--- src/rtl/mgt_01_fp_mag_unit.sv ---
`default_nettype none
// ============================================================================
// Module      : mgt_01_fp_mag_unit (+ mgt_01_fp_mag_unit_pkg)
// Description : binary32 FMIN.S / FMAX.S with NaN handling, signed-zero
//               ordering and invalid flag; one output register stage.
// Revision    : 1.0 - initial release
// ============================================================================

package mgt_01_fp_mag_unit_pkg;
    typedef enum logic [1:0] {
        FMIN_ = 2'd0,
        FMAX_ = 2'd1,
        FRSV2 = 2'd2,
        FRSV3 = 2'd3
    } fcmp_ops;

    localparam logic [31:0] C_CANON_NAN = 32'h7FC0_0000;
endpackage

module mgt_01_fp_mag_unit
    import mgt_01_fp_mag_unit_pkg::*;
(
    input  logic        clk_i,
    input  logic        rst_i,
    input  logic        clk_en_i,
    input  logic [31:0] operand_A_i,
    input  logic [31:0] operand_B_i,
    input  fcmp_ops     operation_i,
    output logic [31:0] to_round_unit_o,
    output logic        invalid_op_o,
    output logic        overflow_o,
    output logic        underflow_o
);

    logic        w_a_nan;
    logic        w_b_nan;
    logic        w_a_snan;
    logic        w_b_snan;
    logic        w_a_lt_b;
    logic        w_b_lt_a;
    logic        w_is_max;
    logic [31:0] result_d;
    logic [31:0] result_q;
    logic        invalid_d;
    logic        invalid_q;

    always_comb begin
        w_a_nan  = (operand_A_i[30:23] == 8'hFF) && (operand_A_i[22:0] != 23'd0);
        w_b_nan  = (operand_B_i[30:23] == 8'hFF) && (operand_B_i[22:0] != 23'd0);
        w_a_snan = w_a_nan && !operand_A_i[22];
        w_b_snan = w_b_nan && !operand_B_i[22];
        w_is_max = (operation_i == FMAX_);

        // Magnitude order flips for negatives; a sign mismatch alone decides,
        // which also places -0 below +0.
        if (operand_A_i[31] != operand_B_i[31]) begin
            w_a_lt_b = operand_A_i[31];
        end else if (!operand_A_i[31]) begin
            w_a_lt_b = operand_A_i[30:0] < operand_B_i[30:0];
        end else begin
            w_a_lt_b = operand_A_i[30:0] > operand_B_i[30:0];
        end
        w_b_lt_a = !w_a_lt_b && (operand_A_i != operand_B_i);

        if (w_a_nan && w_b_nan) begin
            result_d = C_CANON_NAN;
        end else if (w_a_nan) begin
            result_d = operand_B_i;
        end else if (w_b_nan) begin
            result_d = operand_A_i;
        end else if (w_is_max) begin
            result_d = w_a_lt_b ? operand_B_i : operand_A_i;
        end else begin
            result_d = w_b_lt_a ? operand_B_i : operand_A_i;
        end

        invalid_d = w_a_snan || w_b_snan;
    end

    always_ff @(posedge clk_i or posedge rst_i) begin
        if (rst_i) begin
            result_q  <= 32'h0000_0000;
            invalid_q <= 1'b0;
        end else if (clk_en_i) begin
            result_q  <= result_d;
            invalid_q <= invalid_d;
        end
    end

    assign to_round_unit_o = result_q;
    assign invalid_op_o    = invalid_q;
    assign overflow_o      = 1'b0;
    assign underflow_o     = 1'b0;

endmodule

`default_nettype wire

--- config.mk ---
export PLATFORM = sky130hd
export DESIGN_NAME = mgt_01_fp_mag_unit
export DESIGN_NICKNAME = d
export VERILOG_FILES = /design/src/rtl/mgt_01_fp_mag_unit.sv
export SDC_FILE = /design/constraint.sdc
export NUM_CORES = 1
export LEC_CHECK = 0
export ABC_AREA = 1
export ABC_CLOCK_PERIOD_IN_PS = 1100
export CELL_PAD_IN_SITES_DETAIL_PLACEMENT = 1
export CELL_PAD_IN_SITES_GLOBAL_PLACEMENT = 2
export CORE_MARGIN = 1
export CORE_UTILIZATION = 26
export DETAILED_ROUTE_END_ITERATION = 8
export PLACE_DENSITY_LB_ADDON = 0.1
export SLEW_MARGIN = 20
export SYNTH_ARGS = -nofsm -noshare
export SYNTH_HDL_FRONTEND = slang
export SYNTH_SLANG_ARGS = --single-unit
--- constraint.sdc ---
create_clock -name clk_i -period 1.1 [get_ports clk_i]
set_clock_uncertainty 0.1 [all_clocks]
set_input_delay 0.165 -clock clk_i [delete_from_list [all_inputs] [get_ports clk_i]]
set_output_delay 0.165 -clock clk_i [all_outputs]
set_load 0.005 [all_outputs]
Yosys cells after proc, flatten, opt, wreduce, memory -nomap -nowiden
Cells that the tools add are included.
Widths: inputs -> output; s select.
{ "totals": {"reg_bits": 33, "latchBits": 0, "ram_bits": 0, "mem_bits_ro": 0, "out_inout_bits": 35, "elab_cells": 29, "mem_count": 0} }
{ "op_classes": {"addsub": 0, "multipliers": 0, "div_mod_pow": 0, "n_lt_le_gt_ge": 2, "n_eq_ne": 5, "shift": 0, "mux": 8, "bitwise": 0, "reduce_logical": 12} }
{ "op_table": {"columns": ["cell", "count"], "rows": [
  ["$mux 32", 6],
  ["$reduce_bool 23->1", 2],
  ["$ne 32x32->1", 1],
  ["$gt 31x31->1", 1],
  ["$lt 31x31->1", 1],
  ["$eq 8x8->1 const B", 2],
  ["$logic_and 1x1->1", 6],
  ["$logic_not 1->1", 3],
  ["$eq 2x1->1 const B", 1],
  ["$mux 1", 2],
  ["$logic_or 1x1->1", 1],
  ["$ne 1x1->1", 1]
]} }

Longest topological paths before layout
{ "logic_depth": {"word_depth": 10, "mapped_depth": 22} }

Least setup slack after synthesis
No wires, ideal clock.
{ "synth_path": {"path_type": "input to register", "startpoint": "in operand_B_i[26]", "endpoint": "reg result_q[11] (netlist: to_round_unit_o[11])", "arrival_ps": 1909, "required_time_ps": 883, "slack_ps": -1025, "cell_stages": 20, "n_path_buf": 2, "cell_sequence": "inv_1 -> ha_1 -> nand2_1 -> nor2_1 -> nand2_2 -> inv_1 -> o21ai_1 -> nand2_1 -> nor2_1 -> nand3_1 -> nand2_4 -> nand2_4 -> buf_6 -> buf_6 -> nand2_1 -> o211ai_2 -> nand3_1 -> nand2_1 -> nand2_1 -> nand2_1"} }
{ "synth_between": {"elab_chain_cells": 10} }
{ "synth_lines": {"columns": ["item", "line", "rtl"], "rows": [
  ["from (decl)", "27", "input logic [31:0] operand_B_i,"],
  ["$lt 31x31->1 / $gt 31x31->1 (equally long branches)", "59, 61", null],
  ["$mux 1", "58", "end else if (!operand_A_i[31]) begin"],
  ["$mux 1", "56", "if (operand_A_i[31] != operand_B_i[31]) begin"],
  ["$logic_not 1->1", "63", "w_b_lt_a = !w_a_lt_b && (operand_A_i != operand_B_i);"],
  ["$logic_and 1x1->1", "63", null],
  ["$mux 32", "74", "result_d = w_b_lt_a ? operand_B_i : operand_A_i;"],
  ["$mux 32", "71", "end else if (w_is_max) begin"],
  ["$mux 32", "69", "end else if (w_b_nan) begin"],
  ["$mux 32", "67", "end else if (w_a_nan) begin"],
  ["$mux 32 *", "65", "if (w_a_nan && w_b_nan) begin"],
  ["to (signal assigned)", "85", "result_q <= result_d;"],
  ["to (decl)", "43", "logic [31:0] result_q;"]
]} }
Every way passes the cells marked *; elsewhere a longest branch is shown, timed or not.
A chain may end at the register's enable or synchronous reset.

Worst setup path in the final report
{ "layout_path": {"startpoint": "in operand_B_i[11]", "endpoint": "reg result_q[11] (netlist: to_round_unit_o[11])"} }
The elaborated chain is that of the path after synthesis.

==> results by stage <==
Synthesis:
- For this run, the leading register cell type out of synthesis is sky130_fd_sc_hd__dfrtp_1.
- Summing the areas of all and, or, nand and nor instances in the mapped netlist gives 40.9% of the synthesized area.
- In the synthesized netlist, the cells that appear most often are sky130_fd_sc_hd__nand2_1 (241), sky130_fd_sc_hd__inv_1 (105), sky130_fd_sc_hd__nand3_1 (95).
- The compound-gate portion of the synthesized area is 16.6%.
- Of the post-synthesis cell area, the part taken by muxes is 0%.
- The biggest area consumer among synthesized cells is sky130_fd_sc_hd__nand2_1.
- After synthesis, the largest area contributor takes up 20.5% of total cell area.
- The summed instance area of the synthesized netlist is 0.00442 mm².
- During synthesis, Yosys emitted a total of 0 warnings.
- The synthesis-stage register bit count is 33.
- After Yosys synthesis, XOR and XNOR cells account for 0% of the synthesized area.
- The mean post-synth cell area is 5.98 µm².
- The number of distinct library cell variants in the gate-level netlist after synthesis is 30.
- The instance count of the mapped netlist is 740.
- In the post-synthesis netlist, the cell with the most instances is sky130_fd_sc_hd__nand2_1.
- The adder and majority gate portion of the synthesized area is 9.05%.
- By area, the combinational part of the netlist is dominated by simple AND/OR/NAND/NOR gates.
- The async set-reset flop share out of synthesis is 100%.
- By area the synthesized netlist is led by sky130_fd_sc_hd__nand2_1 (20%), sky130_fd_sc_hd__dfrtp_1 (19%), sky130_fd_sc_hd__nand3_1 (11%).
- Sequential elements use 18.7% of the synthesized area.
- The count of flip-flops with a built-in enable after synthesis is 0.

Pwr:
- Across the VDD grid, the largest voltage drop is 0.000589 V.
- Total power for the finished layout comes to 7.04 mW.
- In this run the static leakage power is 4.28 nW.
- The power per standard cell area is 832 mW/mm².

Route:
- The detailed-route DRC error count is 0.
- The first-pass detailed-route iteration total is 4.
- The final route contains 6231 vias.
- The remaining antenna violation count is 0.
- In this run, the number of DRC markers left after iteration 0 of detailed routing was 322.
- The routed wirelength normalized by instance count is 19.9 µm.
- The via density per instance is 5.14.
- Wires add up to 24100 µm.

Global route:
- The first global-routing pass estimated 36400 µm of wire.
- The largest net degree at the start of global routing is 34.
- Across every metal layer, demand over resource in global routing totals 27.2%.
- The remaining global-route overflow is 0.
- The number of antenna violations at the first check in global routing is 0.
- The number of global-route vias before repair is 6631.

Place:
- The total half-perimeter wirelength after legalization and detailed placement is 15900 µm.
- The placer's final routability congestion estimate is 0.849.
- The post-placement cell area is 0.00678 mm².
- Input and output buffers added on the ports amount to 101.

Timing:
- The max-slew violation count is 0.
- Setup violations remaining at the end of the flow were counted as 36.
- Setup repair after global routing could not meet its margin everywhere.
- The post-layout minimum cycle time is 2.30 ns.
- Static timing analysis puts the maximum clock frequency at 435 MHz.
- The number of hold violations in the final report is 0.
- The worst hold slack across all endpoints is 0.0664 ns.
- In the finished design, the share of the clock period the worst path needs comes to 209%.
- In the post-route analysis, the smallest setup slack over all paths is -1.20 ns.

Hold path:
- The class of the tightest hold or removal check is input pin to flip-flop.

Setup path:
- The dominant delay contributor by cell family on the critical path is simple AND/OR/NAND/NOR gates.
- On the worst path, the slowest cell contributes a delay of 0.26 ns.
- The critical path goes through buf_4, inv_2, ha_4, nand4_1, nor3_4, nand2_2, nand2_2, nand2_2, nand2_2, nand2_2, nand2_4, nand2_8, buf_12, buf_16, o211ai_2, nand3_2, nand2_2, nand2_2, nand2_1.
- STA puts the critical path data required time at 1.23 ns.
- By startpoint and endpoint, the worst setup path is classified as input pin to flip-flop.
- STA classifies the critical path endpoint as a flip-flop.
- STA classifies the critical path startpoint as an input pin.
- Among all stages on the critical path, the largest delay is contributed by sky130_fd_sc_hd__ha_4.
- The library cell appearing most often on the critical path is sky130_fd_sc_hd__nand2_2.
- STA puts the critical path data arrival time at 2.43 ns.
- Along the worst path, the maximum fanout reaches 7.
- The number of buffers and inverters on the critical path is 4.

Final layout:
- The layout overhead on the synthesized area is 91.5%.
- The final net count is 1093.
- The count of inserted antenna diode cells is 0.
- With fillers left out, the area of the finished cells amounts to 0.00847 mm².
- The ratio of cells with drive above 1 in the final layout is 53.9%.
- The final core area utilization is 51.1%.

Status:
- The checks that failed: setup timing.
- The run finished, with violations left.

Clock network:
- The cell chosen for the clock root is sky130_fd_sc_hd__clkbuf_16.
- The level count of the clock H-tree is 2.
- Counting the buffers created by CTS gives 5.
- The TritonCTS clock tree is done.
- The clock passes through at most 2 buffers.
- The number of hold buffers added after cts is 0.
- Clock latency on the worst-skew pair, taken at its later pin, is 0.29 ns.
- Clock-pin slew was measured on the worst setup and hold paths at 0.06 ns.
- The count of clock tree sinks is 33.

Floorplan:
- The number of cell rows is 47.
- The floorplan die width is 132 µm.
- The area of the placeable core is 0.0166 mm².
- For this configuration, the core starts out at a cell density of 26.7%.
- The floorplan step set the die height to 132 µm.
- The area of the die is 0.0175 mm².
- The number of placed I/O pins is 104.

Run:
- The max-capacitance violation count is 0.
per-layer routing:
layer / routed length, µm / part of all wire (%) / GRT usage (%)
met4: 656 / 2.7 / 9.13
met1: 10500 / 44 / 33.7
met5: 0 / 0 / 0
met2: 11900 / 49 / 47.8
met3: 1020 / 4.2 / 4.06
cells by family after synthesis:
group | count (synthesis)
simple gates | 414
other cells | 1
flops | 33
buf+inv | 150
compound gates | 110
fa+ha+maj | 32
cell type report:
cell class | instances | area [µm²]
Inverter | 107 | 439
Clock buffer | 6 | 129
Sequential cell | 33 | 826
Timing Repair Buffer | 287 | 2660
Clock inverter | 2 | 10.0
Fill cell | 2057 | 8120
Multi-Input combinational cell | 558 | 4130
Tap cell | 220 | 275
worst min-delay path: stages:
cell                      delay [ns]
sky130_fd_sc_hd__buf_8          0.08
sky130_fd_sc_hd__a21oi_1        0.07
sky130_fd_sc_hd__a21oi_2        0.12
cell usage in the layout (no fill, tap or decap), types with 32 or more instances in the layout:
cell type                   n
sky130_fd_sc_hd__buf_4    143
sky130_fd_sc_hd__nor2_1    32
sky130_fd_sc_hd__inv_1     69
sky130_fd_sc_hd__dfrtp_1   33
sky130_fd_sc_hd__nand3_2   42
sky130_fd_sc_hd__buf_2     62
sky130_fd_sc_hd__nand2_2   41
sky130_fd_sc_hd__nand3_1   57
sky130_fd_sc_hd__buf_6     37
sky130_fd_sc_hd__nand2_1  175
sky130_fd_sc_hd__a21oi_1   37
final timing paths:
check,start,endpoint,slack (ns),cells past startpoint
setup / recovery,operand_B_i[11],to_round_unit_o[11],-1.20,19
hold / removal,operand_B_i[30],to_round_unit_o[30],0.07,3
setup reg to reg,to_round_unit_o[9],to_round_unit_o[9],0.10,3
hold reg to reg,to_round_unit_o[12],to_round_unit_o[12],0.37,2
max in group asynchronous,rst_i,to_round_unit_o[1],0.57,3
min in group asynchronous,rst_i,to_round_unit_o[30],0.12,3
report_power, final:
| group | internal [mW] | total, mW | switching, mW |
|---|---|---|---|
| Sequential | 1.40 | 1.50 | 0.107 |
| Clock | 0.833 | 1.45 | 0.612 |
| Combinational | 1.98 | 4.09 | 2.11 |
| Total | 4.21 | 7.04 | 2.83 |
registers in the layout (all words and copies together) (netlist names):
register         flops
invalid_op_o         1
to_round_unit_o     32
through the flow:
stage               TNS (ns)  setup slack [ns]  instances
detailed placement    -62.42             -2.00       1151
global route          -37.74             -1.23       1213
floorplan             -30.46            -0.981        741
finish                -34.75             -1.20       1213
global placement      -60.50             -1.91       1151
CTS                   -32.15             -1.05       1212
repair_timing:
action	in CTS	in global routing
resized for setup	580	114
gates cloned	12	1
setup buffers	46	8
pin swaps	98	73
endpoints found under the setup margin	66	40
No activity file was read; power rests on OpenSTA's default activity.
